## src/rtl/load_store_unit_if.sv

```systemverilog
// rtl/load_store_unit_if.sv - request, response and data-memory bus of the load/store unit
interface load_store_unit_if;
  logic        req_valid;
  logic        req_ready;
  logic        req_store;
  logic [2:0]  req_funct3;
  logic [31:0] req_addr;
  logic [31:0] req_wdata;
  logic        resp_valid;
  logic        resp_ready;
  logic [31:0] resp_rdata;
  logic        resp_fault;
  logic        mem_read;
  logic        mem_write;
  logic [31:0] mem_addr;
  logic [31:0] mem_wdata;
  logic [3:0]  mem_be;
  logic [31:0] mem_rdata;

  // The load/store unit's own view
  modport slave (
    input  req_valid, req_store, req_funct3, req_addr, req_wdata,
    output req_ready,
    output resp_valid, resp_rdata, resp_fault,
    input  resp_ready,
    output mem_read, mem_write, mem_addr, mem_wdata, mem_be,
    input  mem_rdata
  );

  // The surrounding pipeline and memory
  modport master (
    output req_valid, req_store, req_funct3, req_addr, req_wdata,
    input  req_ready,
    input  resp_valid, resp_rdata, resp_fault,
    output resp_ready,
    input  mem_read, mem_write, mem_addr, mem_wdata, mem_be,
    output mem_rdata
  );
endinterface

```

## src/rtl/load_store_unit.sv

```systemverilog
// rtl/load_store_unit.sv - single-access load/store sequencer with fault checks and load extension
module load_store_unit #(
  parameter int MEM_BYTES        = 1024,
  parameter bit ALLOW_MISALIGNED = 1'b0
) (
  input logic             clk,
  input logic             rst,
  load_store_unit_if.slave bus
);

  localparam logic [1:0] IDLE   = 2'd0;
  localparam logic [1:0] ACCESS = 2'd1;
  localparam logic [1:0] RESP   = 2'd2;

  logic [1:0]  state;
  logic        store_q;
  logic [2:0]  funct3_q;
  logic [31:0] addr_q;
  logic [31:0] wdata_q;
  logic [31:0] rdata_q;
  logic        fault_q;

  logic [2:0]  req_size;
  logic        funct3_bad;
  logic        misaligned;
  logic [32:0] end_addr;
  logic        out_of_range;
  logic        req_fault;

  logic [3:0]  be_q;
  logic [31:0] byte_mask;
  logic [31:0] load_ext;
  logic        in_access;

  // Classify the incoming request: access size, illegal encodings, alignment and range
  always_comb begin
    req_size     = 3'd4;
    funct3_bad   = 1'b0;
    misaligned   = 1'b0;
    case (bus.req_funct3[1:0])
      2'b00:   req_size = 3'd1;
      2'b01:   req_size = 3'd2;
      default: req_size = 3'd4;
    endcase
    if (bus.req_store)
      funct3_bad = (bus.req_funct3 > 3'b010);
    else
      funct3_bad = (bus.req_funct3 == 3'b011) || (bus.req_funct3 == 3'b110) ||
                   (bus.req_funct3 == 3'b111);
    if (!ALLOW_MISALIGNED) begin
      if (bus.req_funct3[1:0] == 2'b01)
        misaligned = bus.req_addr[0];
      else if (bus.req_funct3[1:0] == 2'b10)
        misaligned = (bus.req_addr[1:0] != 2'b00);
    end
    // 33-bit sum so an address near 2^32 cannot wrap back into range
    end_addr     = {1'b0, bus.req_addr} + {30'd0, req_size};
    out_of_range = (end_addr > 33'(MEM_BYTES));
    req_fault    = funct3_bad || misaligned || out_of_range;
  end

  // Byte lanes of the latched access and sign/zero extension of the returned data
  always_comb begin
    case (funct3_q[1:0])
      2'b00:   be_q = 4'b0001;
      2'b01:   be_q = 4'b0011;
      default: be_q = 4'b1111;
    endcase
    byte_mask = {{8{be_q[3]}}, {8{be_q[2]}}, {8{be_q[1]}}, {8{be_q[0]}}};
    case (funct3_q)
      3'b000:  load_ext = {{24{bus.mem_rdata[7]}}, bus.mem_rdata[7:0]};
      3'b001:  load_ext = {{16{bus.mem_rdata[15]}}, bus.mem_rdata[15:0]};
      3'b100:  load_ext = {24'd0, bus.mem_rdata[7:0]};
      3'b101:  load_ext = {16'd0, bus.mem_rdata[15:0]};
      default: load_ext = bus.mem_rdata;
    endcase
  end

  assign in_access = (state == ACCESS);

  // Memory strobes exist only in ACCESS; rst gating stops a store committing on a reset edge
  assign bus.mem_read   = in_access && !store_q && !rst;
  assign bus.mem_write  = in_access && store_q && !rst;
  assign bus.mem_addr   = in_access ? addr_q : 32'd0;
  assign bus.mem_be     = in_access ? be_q : 4'd0;
  assign bus.mem_wdata  = in_access ? (wdata_q & byte_mask) : 32'd0;

  assign bus.req_ready  = (state == IDLE);
  assign bus.resp_valid = (state == RESP);
  assign bus.resp_rdata = rdata_q;
  assign bus.resp_fault = fault_q;

  // Request latch and IDLE -> ACCESS -> RESP sequencing; faults skip straight to RESP
  always_ff @(posedge clk) begin
    if (rst) begin
      state    <= IDLE;
      store_q  <= 1'b0;
      funct3_q <= 3'd0;
      addr_q   <= 32'd0;
      wdata_q  <= 32'd0;
      rdata_q  <= 32'd0;
      fault_q  <= 1'b0;
    end else begin
      case (state)
        IDLE: begin
          if (bus.req_valid) begin
            store_q  <= bus.req_store;
            funct3_q <= bus.req_funct3;
            addr_q   <= bus.req_addr;
            wdata_q  <= bus.req_wdata;
            rdata_q  <= 32'd0;
            fault_q  <= req_fault;
            state    <= req_fault ? RESP : ACCESS;
          end
        end
        ACCESS: begin
          rdata_q <= store_q ? 32'd0 : load_ext;
          state   <= RESP;
        end
        RESP: begin
          if (bus.resp_ready)
            state <= IDLE;
        end
        default: state <= IDLE;
      endcase
    end
  end

endmodule

```

## src/flat_wrapper.sv

```systemverilog
// flat-port wrapper written by rule: the top's interface ports become plain ports
module load_store_unit_flat 
#(
  parameter int MEM_BYTES        = 1024,
  parameter bit ALLOW_MISALIGNED = 1'b0
)
  (clk, rst, bus_req_valid, bus_req_store, bus_req_funct3, bus_req_addr, bus_req_wdata, bus_req_ready, bus_resp_valid, bus_resp_rdata, bus_resp_fault, bus_resp_ready, bus_mem_read, bus_mem_write, bus_mem_addr, bus_mem_wdata, bus_mem_be, bus_mem_rdata);
  load_store_unit_if bus_i ();
  input logic clk;
  input logic rst;
  input wire logic [$bits(bus_i.req_valid)-1:0] bus_req_valid;
  input wire logic [$bits(bus_i.req_store)-1:0] bus_req_store;
  input wire logic [$bits(bus_i.req_funct3)-1:0] bus_req_funct3;
  input wire logic [$bits(bus_i.req_addr)-1:0] bus_req_addr;
  input wire logic [$bits(bus_i.req_wdata)-1:0] bus_req_wdata;
  output wire logic [$bits(bus_i.req_ready)-1:0] bus_req_ready;
  output wire logic [$bits(bus_i.resp_valid)-1:0] bus_resp_valid;
  output wire logic [$bits(bus_i.resp_rdata)-1:0] bus_resp_rdata;
  output wire logic [$bits(bus_i.resp_fault)-1:0] bus_resp_fault;
  input wire logic [$bits(bus_i.resp_ready)-1:0] bus_resp_ready;
  output wire logic [$bits(bus_i.mem_read)-1:0] bus_mem_read;
  output wire logic [$bits(bus_i.mem_write)-1:0] bus_mem_write;
  output wire logic [$bits(bus_i.mem_addr)-1:0] bus_mem_addr;
  output wire logic [$bits(bus_i.mem_wdata)-1:0] bus_mem_wdata;
  output wire logic [$bits(bus_i.mem_be)-1:0] bus_mem_be;
  input wire logic [$bits(bus_i.mem_rdata)-1:0] bus_mem_rdata;
  assign bus_i.req_valid = bus_req_valid;
  assign bus_i.req_store = bus_req_store;
  assign bus_i.req_funct3 = bus_req_funct3;
  assign bus_i.req_addr = bus_req_addr;
  assign bus_i.req_wdata = bus_req_wdata;
  assign bus_req_ready = bus_i.req_ready;
  assign bus_resp_valid = bus_i.resp_valid;
  assign bus_resp_rdata = bus_i.resp_rdata;
  assign bus_resp_fault = bus_i.resp_fault;
  assign bus_i.resp_ready = bus_resp_ready;
  assign bus_mem_read = bus_i.mem_read;
  assign bus_mem_write = bus_i.mem_write;
  assign bus_mem_addr = bus_i.mem_addr;
  assign bus_mem_wdata = bus_i.mem_wdata;
  assign bus_mem_be = bus_i.mem_be;
  assign bus_i.mem_rdata = bus_mem_rdata;
  load_store_unit #(.MEM_BYTES(MEM_BYTES), .ALLOW_MISALIGNED(ALLOW_MISALIGNED)) u_core (.clk(clk), .rst(rst), .bus(bus_i));
endmodule
```

## config.mk

```make
export PLATFORM = sky130hd
export DESIGN_NAME = load_store_unit_flat
export DESIGN_NICKNAME = d
export VERILOG_FILES = /design/src/rtl/load_store_unit_if.sv /design/src/rtl/load_store_unit.sv /design/src/flat_wrapper.sv
export SDC_FILE = /design/constraint.sdc
export NUM_CORES = 1
export LEC_CHECK = 0
export ABC_AREA = 1
export CORE_ASPECT_RATIO = 0.75
export CORE_MARGIN = 2
export CORE_UTILIZATION = 25
export DETAILED_ROUTE_END_ITERATION = 16
export DONT_BUFFER_PORTS = 1
export GPL_ROUTABILITY_DRIVEN = 0
export PLACE_DENSITY = 0.43
export SYNTH_ARGS = -nofsm -noshare
export SYNTH_HDL_FRONTEND = slang
export SYNTH_SLANG_ARGS = --single-unit
```

## constraint.sdc

```tcl
create_clock -name clk -period 6.3 [get_ports clk]
set_input_delay 1.26 -clock clk [delete_from_list [all_inputs] [get_ports clk]]
set_output_delay 1.26 -clock clk [all_outputs]
set_load 0.02 [all_outputs]
```

==> run_results.csv, run 1 <==
group,metric,value,unit
status,outcome,"completed",
clock_tree,htree_levels,3,
yosys,ys_ff_latch,103,
sta,worst_hold_slack,0.4557,ns
yosys,synth_top_area_share,38.59,%
clock_tree,cts_resized,0,
global_routing,grt_max_degree,74,
power,combPwrFrac,11.4,%
power,ir_drop,0.0001006,V
sta,finalClockSkew,0.01397,ns
sta,fin_crit,3.905,ns
cells_and_area,layout_common_cells,"nor2_1, nand2_1, o21ai_0, dfxtp_1, inv_1",
cells_and_area,multiInputGateArea,2799,sq um
yosys,synth_cell_types,33,
floorplanning,ioPinCount,209,
routing,vias_per_cell,4.662,
placed_design,numPortBuffers,0,
critical_path,r2r-start,"u_core.state[1]$_SDFFE_PP0P_",
sta,slew_headroom,31.13,%
clock_tree,clk_pin_slew,0.08,ns
placed_design,dp_slack,2.390,ns
cells_and_area,fillCellCount,2415,
floorplanning,fp.dieArea,22570,sq um
critical_path,cp.depth,3,
power,powerDensity,249.6,nW/um^2
cells_and_area,areaGrowthSynthToFinish,9.813,%
critical_path,r2r_end,"u_core.funct3_q[0]$_SDFFE_PP0P_",
placed_design,place_hpwl,13130,um
cells_and_area,seqCellArea,2062,sq um
sta,fmax,0.2561,GHz
yosys,ys_seq_area_share,38.59,%
sta,slew_violations,0,
yosys,yosys_warnings,0,
clock_tree,cts_tree,"yes",
cells_and_area,stdcell_area,5867,sq um
sta,min_period_over_period,61.98,%
critical_path,endpoint_kind,"output pin",
worst_hold_path,hold_path_class,"reg2reg",
critical_path,critPathMaxFanout,45,
global_routing,antenna_found_initial,0,
critical_path,path_class,"in2out",
yosys,synth_top_area_cell,"dfxtp_1",
clock_tree,cts.sinks,103,
yosys,syn_area_per_cell,6.460,sq um
critical_path,startpoint,"rst",
cells_and_area,layout_commonest_cell,"nor2_1",
power,seqPwrFrac,48.1,%
critical_path,required,5.04,ns
routing,dr.pass1.iters,6,
global_routing,grt_first_pass_wirelength,27580,um
floorplanning,rows,46,
placed_design,placed_area,5560,sq um
clock_tree,worstSkewPairLatency,0.36,ns
global_routing,grt_use_total,15.59,%
run,maxCapViolCount,0,
routing,routedWlPerCell,16.62,um
critical_path,path_buf_inv,2,
clock_tree,cts_hold_buffers,0,
power,swShare,30.07,%
sta,finalSetupTns,0,ns
critical_path,r2r_setup_slack,3.48,ns
clock_tree,cts_buffers,9,
sta,worst_slack,2.395,ns
power,clockPowerShare,40.5,%
power,leakage,2.244,nW
sta,rsz0062_at_grt,"false",
sta,hold_violations,0,
power,p_int,1.024,mW
critical_path,critPathLaunchType,"input pin",
cells_and_area,diodes,0,
floorplanning,fp.dieH,130.6,um
critical_path,slowest_stage,"nand2_1",
routing,drc,0,
clock_tree,cts_root_buf,"clkbuf_16",
routing,drt-total-wl,18100,um
floorplanning,die_w,172.8,um
floorplanning,core-area,21070,sq um
clock_tree,clk_path_buf_depth,2,
global_routing,grt_overflow,0,
yosys,syn-instance-count,827,
cells_and_area,fin_util,27.85,%
critical_path,reg2reg_depth,5,
critical_path,cpPeakStageDelay,0.50,ns
yosys,synth_area,5343,sq um
yosys,syn_nets,935,
critical_path,cp_top_family,"buffers and inverters",
routing,ant_nets,0,
critical_path,arrival,2.64,ns
global_routing,grt_pass1_vias,4624,
sta,worst_pin_slew,1.032,ns
yosys,synth_area_leaders,"dfxtp_1, nor2_1, o21ai_0",
sta,setup_viol,0,
critical_path,crit_end,"bus_mem_read",
critical_path,crit_path_cell_trace,"clkinv_2 > nand2_1 > clkinv_1",
cells_and_area,final_nets,904,
routing,vias,5077,
cells_and_area,post_route_cells_drive_above_1_share,5.868,%
power,p_sw,0.4403,mW
clock_tree,postCtsSetupBuffers,0,
floorplanning,start_util,25.36,%
routing,drtIter0Drc,300,
-- synthesized netlist by cell type --
library cell,instances
inv_1,77
o21ai_0,113
nor3_1,4
and2_1,2
nand2_1,138
clkinv_1,3
nand2_4,3
o21ai_1,3
clkbuf_1,37
ha_1,3
nand3_4,1
o21ai_2,1
dfxtp_1,103
buf_1,4
nor3_2,2
nor2_1,184
nand4_1,6
buf_2,3
nand3b_1,7
nand3_1,48
buf_4,2
inv_2,2
fa_1,1
nor2_2,6
xnor2_1,2
xor2_1,3
a21oi_1,53
a32o_1,7
a21oi_2,1
nand3_2,2
o21a_1,1
nor2_4,3
nand2_2,2
-- power by group through the flow --
stage,sequential (mW),clock (mW),combinational (mW)
after floorplan,0.713,0,0.135
after global placement,0.719,0,0.167
after detailed placement,0.719,0,0.168
after CTS,0.704,0.621,0.169
after global routing,0.709,0.641,0.196
final,0.704,0.593,0.167
-- through the flow --
step / cells / total power [mW]
2_1_floorplan: 827 / 0.8477
3_3_place_gp: 1073 / 0.8860
3_5_place_dp: 1073 / 0.8874
4_1_cts: 1089 / 1.493
5_1_grt: 1089 / 1.546
6_report: 1089 / 1.464
-- state kept, by name (all words and copies together), names as in the netlist --
signal	cells
u_core.funct3_q	3
u_core.wdata_q	32
u_core.bus.resp_rdata	32
u_core.addr_q	32
u_core.bus.resp_fault	1
u_core.state	2
u_core.store_q	1
-- per-layer routing --
metal  track usage (%)  part of all wire (%)
met1             22.65                    51
met2             22.33                    41
met3             5.006                   7.1
met4             3.290                  0.80
met5                 0                     0
-- worst min path at each step --
stage	end	depth (start not counted)	from	slack (ns)
final	u_core.wdata_q[2]$_SDFFE_PP0P_	2	u_core.wdata_q[2]$_SDFFE_PP0P_	0.46
after global routing	u_core.wdata_q[2]$_SDFFE_PP0P_	2	u_core.wdata_q[2]$_SDFFE_PP0P_	0.48
after CTS	u_core.addr_q[5]$_SDFFE_PP0P_	2	u_core.addr_q[5]$_SDFFE_PP0P_	0.46
after detailed placement	u_core.addr_q[5]$_SDFFE_PP0P_	2	u_core.addr_q[5]$_SDFFE_PP0P_	0.45
after global placement	u_core.addr_q[0]$_SDFFE_PP0P_	2	u_core.addr_q[0]$_SDFFE_PP0P_	0.44
after floorplan	u_core.addr_q[10]$_SDFFE_PP0P_	2	u_core.addr_q[10]$_SDFFE_PP0P_	0.43
-- cells by family after synthesis --
| group | Yosys count | share of synthesized area (%) |
|---|---|---|
| buf+inv | 128 | 9.204 |
| simple gates | 408 | 32.69 |
| flops | 103 | 38.59 |
| fa+ha+maj | 4 | 1.077 |
| xor+xnor | 5 | 0.8198 |
| compound gates | 179 | 17.61 |
-- worst min-delay path: cells and delay by family (launching register included) --
family / cells / cell delay (ns)
DFF: 1 / 0.30
buffers and inverters: 1 / 0.06
AOI/OAI and AO/OA: 1 / 0.05
-- area by class of cell --
type	count	share of cell area (%)
Multi-Input combinational cell	596	47.71
Tap cell	288	6.142
Inverter	82	5.268
Sequential cell	103	35.15
Clock buffer	9	3.839
Clock inverter	7	1.386
Timing Repair Buffer	4	0.5118
No activity file was read; power rests on OpenSTA's default activity.
==> run 2: changes to the inputs <==
Settings changed: PLACE_DENSITY 0.43 to 0.45.
Clock period 6.3 ns to 3.5 ns, I/O delays scaled along.
==> run_results.csv, run 2 (synthesized netlist as in run 1, its figures left out) <==
group,metric,value,unit
status,outcome,"completed",
global_routing,grt_use_total,15.84,%
critical_path,critPathLaunchType,"register",
critical_path,required,2.80,ns
global_routing,antenna_found_initial,0,
run,maxCapViolCount,0,
global_routing,grt_max_degree,69,
placed_design,placed_cells,1080,
clock_tree,htree_levels,3,
floorplanning,core-area,21070,sq um
placed_design,dp_slack,0.7237,ns
power,leakage,2.279,nW
critical_path,critPathMaxFanout,68,
clock_tree,clk_path_buf_depth,2,
sta,min_period_over_period,77.02,%
sta,worst_slack,0.8045,ns
floorplanning,fp.dieArea,22570,sq um
cells_and_area,layout_common_cells,"nor2_1, nand2_1, o21ai_0, dfxtp_1, inv_1",
sta,finalClockSkew,0.01749,ns
cells_and_area,stdcell_area,5924,sq um
routing,routedWlPerCell,16.47,um
global_routing,grt_overflow,0,
cells_and_area,post_route_cells_drive_above_1_share,6.683,%
routing,wl_met3,1597,um
sta,fin_crit,2.696,ns
sta,hold_violations,0,
sta,worst_pin_slew,0.7863,ns
cells_and_area,areaGrowthSynthToFinish,10.89,%
routing,vias,5125,
routing,drtIter0Drc,413,
sta,slew_violations,0,
clock_tree,cts_root_buf,"clkbuf_16",
routing,m1WireLength,8854,um
worst_hold_path,hold_depth,1,
cells_and_area,diodes,0,
critical_path,path_class,"reg2out",
sta,finalSetupTns,0,ns
clock_tree,postCtsSetupBuffers,0,
critical_path,endpoint_kind,"output pin",
global_routing,grt_first_pass_wirelength,28150,um
floorplanning,rows,46,
cells_and_area,finalNonFillerCells,1096,
routing,vias_per_cell,4.676,
floorplanning,ioPinCount,209,
floorplanning,die_w,172.8,um
cells_and_area,layout_commonest_cell,"nor2_1",
critical_path,r2r-start,"u_core.funct3_q[1]$_SDFFE_PP0P_",
routing,wl_met2,7485,um
floorplanning,start_util,25.36,%
routing,drt-total-wl,18060,um
sta,slew_headroom,47.58,%
worst_hold_path,hold_end,"u_core.state[1]$_SDFFE_PP0P_",
sta,setup_viol,0,
critical_path,r2r_end,"u_core.bus.resp_rdata[25]$_SDFFE_PP0P_",
routing,dr.pass1.iters,6,
placed_design,placed_area,5613,sq um
routing,ant_nets,0,
cells_and_area,final_nets,911,
routing,drc,0,
worst_hold_path,worstHoldStart,"rst",
clock_tree,cts_resized,0,
critical_path,r2r_setup_slack,1.41,ns
power,powerDensity,443.2,nW/um^2
clock_tree,cts_tree,"yes",
sta,rsz0062_at_grt,"false",
clock_tree,cts_hold_buffers,0,
floorplanning,fp.dieH,130.6,um
cells_and_area,fillCellCount,2427,
power,ir_drop,0.0002593,V
clock_tree,clk_pin_slew,0.07,ns
critical_path,arrival,2.00,ns
clock_tree,cts_buffers,9,
clock_tree,cts.sinks,103,
clock_tree,worstSkewPairLatency,0.37,ns
sta,fmax,0.3710,GHz
placed_design,place_hpwl,13370,um
critical_path,reg2reg_depth,8,
placed_design,numPortBuffers,0,
global_routing,grt_pass1_vias,4815,
worst_hold_path,hold_path_class,"in2reg",
routing,top_layer,"met4",
==> run 2: final cells by class <==
class	count	area, sq um	share of cell area (%)
well taps	288	360.3	6.082
multi-input cells	596	2799	47.24
clock buffers	9	225.2	3.801
inverters	82	309.0	5.216
clock inverters	7	86.33	1.457
flip-flops and latches	103	2062	34.80
repair buffers	11	82.58	1.394
==> run 2: worst max-delay path by stage <==
stage,from,end,slack [ns],depth (start not counted)
after CTS,u_core.state[1]$_SDFFE_PP0P_,bus_mem_addr[19],0.76,5
after floorplan,bus_req_funct3[0],u_core.bus.resp_fault$_SDFFE_PP0P_,1.01,17
after global routing,u_core.state[1]$_SDFFE_PP0P_,bus_mem_wdata[9],0.64,5
after global placement,bus_req_funct3[0],u_core.bus.resp_fault$_SDFFE_PP0P_,0.76,16
final,u_core.state[1]$_SDFFE_PP0P_,bus_mem_addr[15],0.80,5
after detailed placement,bus_req_funct3[0],u_core.bus.resp_fault$_SDFFE_PP0P_,0.72,16
==> run 2: routing by layer <==
| metal | vias up | track usage (%) |
|---|---|---|
| li1 | 2599 | - |
| met1 | 2340 | 22.23 |
| met2 | 178 | 22.96 |
| met3 | 8 | 6.279 |
| met4 | 0 | 2.991 |
| met5 | - | 0 |
==> run 2: power breakdown <==
group / internal [mW] / switching [mW] / leakage, nW / total, mW
clock network: 0.512 / 0.541 / 0.150 / 1.05
registers: 1.24 / 0.0254 / 0.847 / 1.26
logic: 0.0941 / 0.216 / 1.28 / 0.310
total: 1.84 / 0.782 / 2.28 / 2.63
==> run 2: through the flow <==
step / hold slack [ns] / power [mW] / utilization [%]
floorplan: 0.4300 / 1.526 / -
global placement: 0.4443 / 1.601 / 26.65
detailed placement: 0.4470 / 1.603 / 26.65
CTS: 0.3886 / 2.671 / 28.12
global route: 0.3959 / 2.773 / 28.12
finish: 0.4091 / 2.626 / 28.12
==> run 2: worst max-delay path: stages (launching register included) <==
cell,delay [ns]
dfxtp_1,0.39
nor2_1,0.06
buf_4,0.17
inv_2,0.06
buf_4,0.62
nor2_1,0.32
